**src/rtl/vc_merge_arbiter.sv**
```systemverilog
// Four-to-one round-robin merge of the per-class virtual-channel FIFOs into the
// single downstream FIFO toward the link, with per-source grant counters.
module vc_merge_arbiter #(
   parameter int DATA_WIDTH = 12,
   parameter int CNT_WIDTH  = 5
) (
   input  logic                  clk,
   input  logic                  reset,
   input  logic                  empty_0,
   input  logic                  empty_1,
   input  logic                  empty_2,
   input  logic                  empty_3,
   input  logic [DATA_WIDTH-1:0] data_in_0,
   input  logic [DATA_WIDTH-1:0] data_in_1,
   input  logic [DATA_WIDTH-1:0] data_in_2,
   input  logic [DATA_WIDTH-1:0] data_in_3,
   input  logic                  almost_full,
   output logic                  pop_0,
   output logic                  pop_1,
   output logic                  pop_2,
   output logic                  pop_3,
   output logic                  push,
   output logic [DATA_WIDTH-1:0] data_out,
   output logic                  idle,
   output logic [CNT_WIDTH-1:0]  count_0,
   output logic [CNT_WIDTH-1:0]  count_1,
   output logic [CNT_WIDTH-1:0]  count_2,
   output logic [CNT_WIDTH-1:0]  count_3
);

   typedef enum logic [1:0] {
      ST_RESET  = 2'd0,
      ST_IDLE   = 2'd1,
      ST_ACTIVE = 2'd2
   } state_t;

   localparam logic [CNT_WIDTH-1:0] CNT_ONE = 1;

   state_t                  state_q, state_d;
   logic [1:0]              last_grant_q;
   logic                    push_q;
   logic [DATA_WIDTH-1:0]   data_q;
   logic [CNT_WIDTH-1:0]    cnt_q [4];

   logic [3:0]              empty_v;
   logic [DATA_WIDTH-1:0]   din_v [4];
   logic                    any_valid;
   logic                    grant;
   logic [1:0]              winner;
   logic [3:0]              pop_v;

   assign empty_v   = {empty_3, empty_2, empty_1, empty_0};
   assign din_v[0]  = data_in_0;
   assign din_v[1]  = data_in_1;
   assign din_v[2]  = data_in_2;
   assign din_v[3]  = data_in_3;
   assign any_valid = ~&empty_v;

   // State register
   always_ff @(posedge clk) begin
      if (reset) state_q <= ST_RESET;
      else       state_q <= state_d;
   end

   // Next-state logic
   always_comb begin
      state_d = state_q;
      case (state_q)
         ST_RESET:  state_d = ST_IDLE;
         ST_IDLE:   if (any_valid)  state_d = ST_ACTIVE;
         ST_ACTIVE: if (!any_valid) state_d = ST_IDLE;
         default:   state_d = ST_IDLE;
      endcase
   end

   // Output logic
   always_comb begin
      idle = (state_q == ST_IDLE);
   end

   // Search downward so the lowest rotation offset past last_grant_q wins last.
   always_comb begin
      grant  = 1'b0;
      winner = last_grant_q;
      if (!reset && !almost_full && any_valid &&
          (state_q == ST_IDLE || state_q == ST_ACTIVE)) begin
         grant = 1'b1;
         for (int k = 4; k >= 1; k--) begin
            if (!empty_v[last_grant_q + 2'(k)]) winner = last_grant_q + 2'(k);
         end
      end
   end

   always_comb begin
      pop_v = '0;
      if (grant) pop_v[winner] = 1'b1;
   end

   assign {pop_3, pop_2, pop_1, pop_0} = pop_v;

   // NOTE: sequential state uses non-blocking assignments so every register samples pre-edge values.
   always_ff @(posedge clk) begin
      if (reset) begin
         push_q       <= 1'b0;
         data_q       <= '0;
         last_grant_q <= 2'd3;
         for (int i = 0; i < 4; i++) cnt_q[i] <= '0;
      end else begin
         push_q <= grant;
         if (grant) begin
            data_q        <= din_v[winner];
            last_grant_q  <= winner;
            cnt_q[winner] <= cnt_q[winner] + CNT_ONE;
         end
      end
   end

   assign push     = push_q;
   assign data_out = data_q;
   assign count_0  = cnt_q[0];
   assign count_1  = cnt_q[1];
   assign count_2  = cnt_q[2];
   assign count_3  = cnt_q[3];

endmodule
```
**config.mk**
```make
export PLATFORM = sky130hd
export DESIGN_NAME = vc_merge_arbiter
export DESIGN_NICKNAME = d
export VERILOG_FILES = /design/src/rtl/vc_merge_arbiter.sv
export SDC_FILE = /design/constraint.sdc
export NUM_CORES = 1
export LEC_CHECK = 0
export BUFFER_PORTS_ARGS = -buffer_cell sky130_fd_sc_hd__buf_2
export CORE_MARGIN = 10
export CORE_UTILIZATION = 29
export DETAILED_ROUTE_END_ITERATION = 10
export PLACE_DENSITY = 0.56
export SLEW_MARGIN = 20
export SYNTH_ARGS = -nofsm -noshare
export SYNTH_HDL_FRONTEND = slang
export SYNTH_SLANG_ARGS = --single-unit
export TNS_END_PERCENT = 20
```
**constraint.sdc**
```tcl
create_clock -name clk -period 4.5 [get_ports clk]
set_input_delay 0.9 -clock clk [delete_from_list [all_inputs] [get_ports clk]]
set_output_delay 0.9 -clock clk [all_outputs]
set_load 0.02 [all_outputs]
```
---- Word-level counts from Yosys, hierarchy flattened ----
Memory sizes are Yosys's and may differ from the RTL's.
Cells that the tools add are included.
cells by class
  add/subtract/negate cells ............... 4
  magnitude comparators ................... 6
  equality and inequality tests ........... 4
  mux-type cells .......................... 28
  bitwise operators ....................... 1
  reductions and logical operators ........ 11
operators by type and width
  operator             count
  $bmux 12 s2          1
  $mux 12              2
  $mux 2               7
  $lt 2x3->1 const B   4
  $mux 1               11
  $bmux 1 s2           3
  $add 5x1->5 const B  1
  $mux 5               1
  $reduce_or 5->1      1
  $add 2x2->2 const B  2
  $logic_and 1x1->1    4
  $mux 4               1
  $ne 2x2->1 const B   2
  $pmux 2 s2           1
  $reduce_and 4->1     1
  $ge 3x3->1 const B   1
  $logic_not 1->1      3
  $not 2->3            1
  $add 2x1->2 const B  1
  $demux 1 s2          1
  $eq 2x1->1 const B   1
  $eq 2x2->1 const B   1
  $ge 2x1->1 const B   1
  $reduce_and 2->1     1
  $logic_or 1x1->1     1
storage, ports and cells
  register bits ........................... 17
  memory bits (writable) .................. 20
  input bits .............................. 55
  output and inout bits ................... 38
  logic and storage cells ................. 59
  memories kept ........................... 1
memory list
  memory  words  width  read ports  clocked after Yosys merged registers in  write ports  line  source
  cnt_q   4      5      5           0                                        4            43    logic [CNT_WIDTH-1:0] cnt_q [4];

---- Depth between registers and ports, before layout ----
  depth in word-level cells ............... 12
  gate-level depth with buffers ........... 16
  depth with buffers taken out ............ 15

---- Worst setup path after synthesis ----
Ideal clock, no wire load.
  path kind ............................... input port to flip-flop
  start ................................... in reset
  end ..................................... mem cnt_q[3][4], data pin
  library setup time ...................... 0.267 ns
  arrival ................................. 3.198 ns
  data required time ...................... 4.233 ns
  setup slack ............................. 1.035 ns
  stages on the path ...................... 13
  buffers on the path ..................... 1
  cell sequence ........................... or3_4 > a311oi_4 > and2_4 > a21o_4 > buf_12 > nand2_1 > and3_1 > a31oi_1 > ha_1 > and2_1 > a32oi_1 > a32oi_2 > nor2_1
RTL lines
  item                line  source
  start: declaration  8     input logic reset,
  end: declaration    43

---- Worst setup path in the final report ----
  start ................................... reg state_q[0]
  end ..................................... out pop_1
on the way
  cells in the longest elaborated chain, start to end .. 9
  elaborated cells between the ends (all ways) .. 12
  those cells by class .................... 2 x order compare; 2 x eq/ne; 5 x mux; 3 x reduce/logical
RTL lines
  item                                                                   line  source
  start: declaration                                                     39    state_t state_q, state_d;
  start signal: assignment                                               62    else state_q <= state_d;
  $eq 2x1->1 / $eq 2x2->1 (equally long branches)                        86    (state_q == ST_IDLE || state_q == ST_ACTIVE)) begin
  $logic_or 1x1->1 *                                                     86
  $logic_and 1x1->1 *                                                    85    if (!reset && !almost_full && any_valid &&
  $mux 2                                                                 85
  $lt 2x3->1 (implied by the code) / $ge 2x1->1 (equally long branches)  96    if (grant) pop_v[winner] = 1'b1;
  $logic_and 1x1->1 (implied by the code)                                96
  $mux 1 (implied by the code)                                           96
  $demux 1 s2                                                            96
  $mux 4 *                                                               96
  end: declaration                                                       19    output logic pop_1,
Mark *: on every way between the ends. The rest lies on a longest branch, timed or not.

==> metrics.log <==
[metrics] cell area power density: 410.2 nW/um2
[metrics] largest family of logic cells by synthesized area: compound AO/OA/AOI/OAI gates
[metrics] pre-CTS setup slack: around 0.56 ns
[metrics] type of the setup path with the least slack: reg -> out
[metrics] highest attainable clock frequency: about 260 MHz
[metrics] fraction of layout cells with a size suffix above 1: 39.24%
[metrics] die height: 113.2 um
[metrics] RSZ-0062 raised after global routing: false
[metrics] number of buffers inserted by post-CTS setup repair: 0
[metrics] pin count of the biggest net entering global routing: 38
[metrics] crit-path max FO: 31
[metrics] time the worst path needs with I/O delays and setup: between 3 and 4 ns
[metrics] Ys Warns: 0
[metrics] share of synthesized cell area in full adder, half adder and majority cells: 1.491%
[metrics] TritonCTS clock tree: yes
[metrics] quantity of I/O buffers inserted on ports: 92
[metrics] number of clock buffers inserted by TritonCTS: 5
[metrics] final routed DRC violation total: 0
[metrics] routed length per placed instance: 17.97 um
[metrics] clock-pin transition on the worst setup and hold timing paths: 0.07 ns
[metrics] total number of nets in the final design: 401
[metrics] compound-gate portion of the synthesized area: 25.84%
[metrics] Startpoint Class: flop
[metrics] total nets after synthesis: 314
[metrics] number of non-filler instances in the completed layout: 449
[metrics] Initial Utilization: roughly 30%
[metrics] Placed Instance Area: 3010 um2
[metrics] placeable core region: 8341 um2
[metrics] fill count: 885
[metrics] number of DRC violations after detailed-routing iteration 0: 136
[metrics] cell types with the largest area share after synthesis: sky130_fd_sc_hd__edfxtp_1 (24%), sky130_fd_sc_hd__dfxtp_1 (14%), sky130_fd_sc_hd__nand2_1 (6.9%), sky130_fd_sc_hd__a211oi_2 (5.5%), sky130_fd_sc_hd__mux2i_1 (5.2%)
[metrics] proportion of synthesized chip area in sequential cells: a little under two fifths
[metrics] Detailed Place HPWL: 6266 um
[metrics] PnR worst setup slack: 0.6421 ns
[metrics] most frequently used flop master after synthesis: sky130_fd_sc_hd__edfxtp_1
[metrics] antenna violations before repair: 0
[metrics] number of hold-repair buffers added at the cts stage: 0
[metrics] number of buffers on the longest clock path: 2
[metrics] worst vdd rail ir drop: 0.0001622 V
[metrics] total negative slack for setup checks: 0 ns
[metrics] Tightest Hold Check Type: reg -> reg
[metrics] Arrival @ worst endpoint: between 2 and 3 ns
[metrics] Post-Syn Area: about 2500 um2
[metrics] IO Pins: 93
[metrics] Hold Worst Slack: approximately 0.47 ns
[metrics] Clock Sink Count: 37
[metrics] Global Route Usage Sum: between 10% and 20%
[metrics] status: complete, no violations
[metrics] via count: 2296
[metrics] H-tree depth: 2
[metrics] post-synth top area cell: sky130_fd_sc_hd__edfxtp_1
[metrics] cell type with the highest occurrence count on the critical path: sky130_fd_sc_hd__inv_1
[metrics] first-pass GRT wire length: 12620 um
[metrics] Simple-Gate Fraction of Synth Area: 21.87%
[metrics] Relative slew margins: 57.30%
[metrics] Slew @ Worst Pin: ~0.64 ns
[metrics] mux cell area share after synthesis: 6.312%
[metrics] ordered list of cells on the worst path: inv_1 > ha_1 > or3_4 > a311oi_4 > and2_4 > a21oi_4 > buf_4 > nand2_1 > inv_1 > buf_2
[metrics] Max Clock Skew: between 0.004 and 0.005 ns
[metrics] total placed cells including tap cells: 441
[metrics] share of async-settable or async-resettable flops after synthesis: 0%
[metrics] number of instances resized during post-cts repair: 0
[metrics] count of flip-flops with a built-in enable after synthesis: 20
[metrics] final setup vio count: 0
[metrics] residual antenna-violating net count after detailed routing: 0
[metrics] total wire length after detailed routing: 8067 um
[metrics] Hold Fails Final Rpt: 0
[metrics] Rows: 33
[metrics] period utilization: 85.73%
[metrics] synthesized area per cell: 9.834 um2
[metrics] first-pass detailed-route iteration total: 4
[metrics] post-synthesis sequential element count: 37
[metrics] static power due to leakage: 1.345 nW
[metrics] crit path buf inv count: 4
[metrics] Clk Latency, worst-skew pair: 0.28 ns
[metrics] Final Power: 1.269 mW
[metrics] Largest delay share family, worst path: simple AND/OR/NAND/NOR gates
[metrics] post-synthesis share of cell area spent on xor and xnor gates: 0.3479%
[metrics] Yosys top cell area share: 23.86%
[metrics] Mapped Cells: 256
[metrics] number of antenna cells inserted: 0
[metrics] Root Driver: sky130_fd_sc_hd__clkbuf_8
[metrics] Via-to-Cell Ratio: 5.114
[metrics] CP max stage cell: sky130_fd_sc_hd__a311oi_4
[metrics] Non-Filler Cell Area, Final: around 3100 um2
[metrics] vias in the first global route: 2316
[metrics] post-route core utilization: around 37%
[metrics] Final Wtd Congestion: approximately 0.83
[metrics] area overhead of the layout relative to synthesis: 22.86%
[metrics] # Max-Cap Violations: 0
[metrics] Max stage delay on crit path: 0.44 ns
[metrics] Die X-Extent: around 110 um
[metrics] GR Overflow Total: 0
[metrics] data required time at the worst endpoint: 3.60 ns
[metrics] area enclosed by the die boundary: around 13000 um2
[metrics] synth unique cells: 59
[metrics] pins over their slew limit: 0
[metrics] Critical Path Sink Type: output port
## cells in the mapped netlist, types with 2 or more instances
cell / count
sky130_fd_sc_hd__buf_2: 3
sky130_fd_sc_hd__mux2i_1: 13
sky130_fd_sc_hd__o311ai_1: 2
sky130_fd_sc_hd__nor3_2: 4
sky130_fd_sc_hd__a21o_1: 2
sky130_fd_sc_hd__a311oi_1: 12
sky130_fd_sc_hd__clkbuf_1: 5
sky130_fd_sc_hd__ha_1: 3
sky130_fd_sc_hd__nand2_1: 46
sky130_fd_sc_hd__dfxtp_1: 17
sky130_fd_sc_hd__or3_1: 3
sky130_fd_sc_hd__and3_1: 6
sky130_fd_sc_hd__o21bai_1: 2
sky130_fd_sc_hd__a32oi_1: 2
sky130_fd_sc_hd__a211oi_1: 2
sky130_fd_sc_hd__a31o_1: 12
sky130_fd_sc_hd__inv_2: 2
sky130_fd_sc_hd__inv_1: 6
sky130_fd_sc_hd__a21oi_2: 2
sky130_fd_sc_hd__nor2b_1: 15
sky130_fd_sc_hd__edfxtp_1: 20
sky130_fd_sc_hd__buf_4: 2
sky130_fd_sc_hd__buf_6: 6
sky130_fd_sc_hd__nor2_1: 15
sky130_fd_sc_hd__a21oi_1: 8
sky130_fd_sc_hd__nand4_1: 2
sky130_fd_sc_hd__a211oi_2: 11
sky130_fd_sc_hd__and2_1: 2
## final cells by class
class	count	area [um2]	share of cell area, %
multi-input combinational	193	1406	45.47
clock buffer	6	72.57	2.346
timing repair buffer	97	498.0	16.10
clock inverter	2	10.01	0.3236
tap	105	131.4	4.248
inverter	9	33.78	1.092
sequential	37	940.9	30.42
## cell families (layout without fill, tap and decap cells)
logic type,count (synthesis),after routing
simple gates,105,105
compound gates,69,69
flops,37,37
buf+inv,26,114
mux,15,15
fa+ha+maj,3,3
xor+xnor,1,1
## final timing paths
kind / startpoint / end / slack (ns) / cells past startpoint
min: data_out[3] / data_out[3] / 0.47 / 1
max: state_q[0] / pop_1 / 0.64 / 10
max reg2reg: state_q[0] / cnt_q[2][4] / 0.92 / 14
min reg2reg: data_out[3] / data_out[3] / 0.47 / 1
## report_power, final
part | internal (mW) | leakage (nW) | total, mW | switching [mW]
registers | 0.412 | 0.346 | 0.453 | 0.0403
logic | 0.217 | 0.954 | 0.591 | 0.374
clock network | 0.107 | 0.0450 | 0.225 | 0.118
## cell usage in the layout, fill, tap and decap left out, types with 4 or more instances in the layout
cell	count
sky130_fd_sc_hd__a211oi_2	11
sky130_fd_sc_hd__nor2_1	15
sky130_fd_sc_hd__edfxtp_1	20
sky130_fd_sc_hd__clkbuf_8	5
sky130_fd_sc_hd__a21oi_1	8
sky130_fd_sc_hd__inv_1	6
sky130_fd_sc_hd__a31o_1	12
sky130_fd_sc_hd__a311oi_1	12
sky130_fd_sc_hd__mux2i_1	13
sky130_fd_sc_hd__nor2b_1	15
sky130_fd_sc_hd__dfxtp_1	17
sky130_fd_sc_hd__nand2_1	46
sky130_fd_sc_hd__buf_2	92
sky130_fd_sc_hd__buf_4	5
sky130_fd_sc_hd__and3_1	6
sky130_fd_sc_hd__nor3_2	4
## metal layers
layer | vias to the layer above | share of wire [%] | GRT usage [%]
met5 | - | 0 | 0
met3 | 11 | 5.9 | 2.800
met1 | 1096 | 43 | 15.37
met4 | 0 | 1.7 | 3.723
met2 | 55 | 49 | 19.24
li1 | 1134 | - | -
## state kept, by name (all words and copies together) (netlist names)
name and count:
cnt_q 20, data_out 12, last_grant_q 2, push 1, state_q 2
Note: power is estimated with default switching activity, not from simulation.
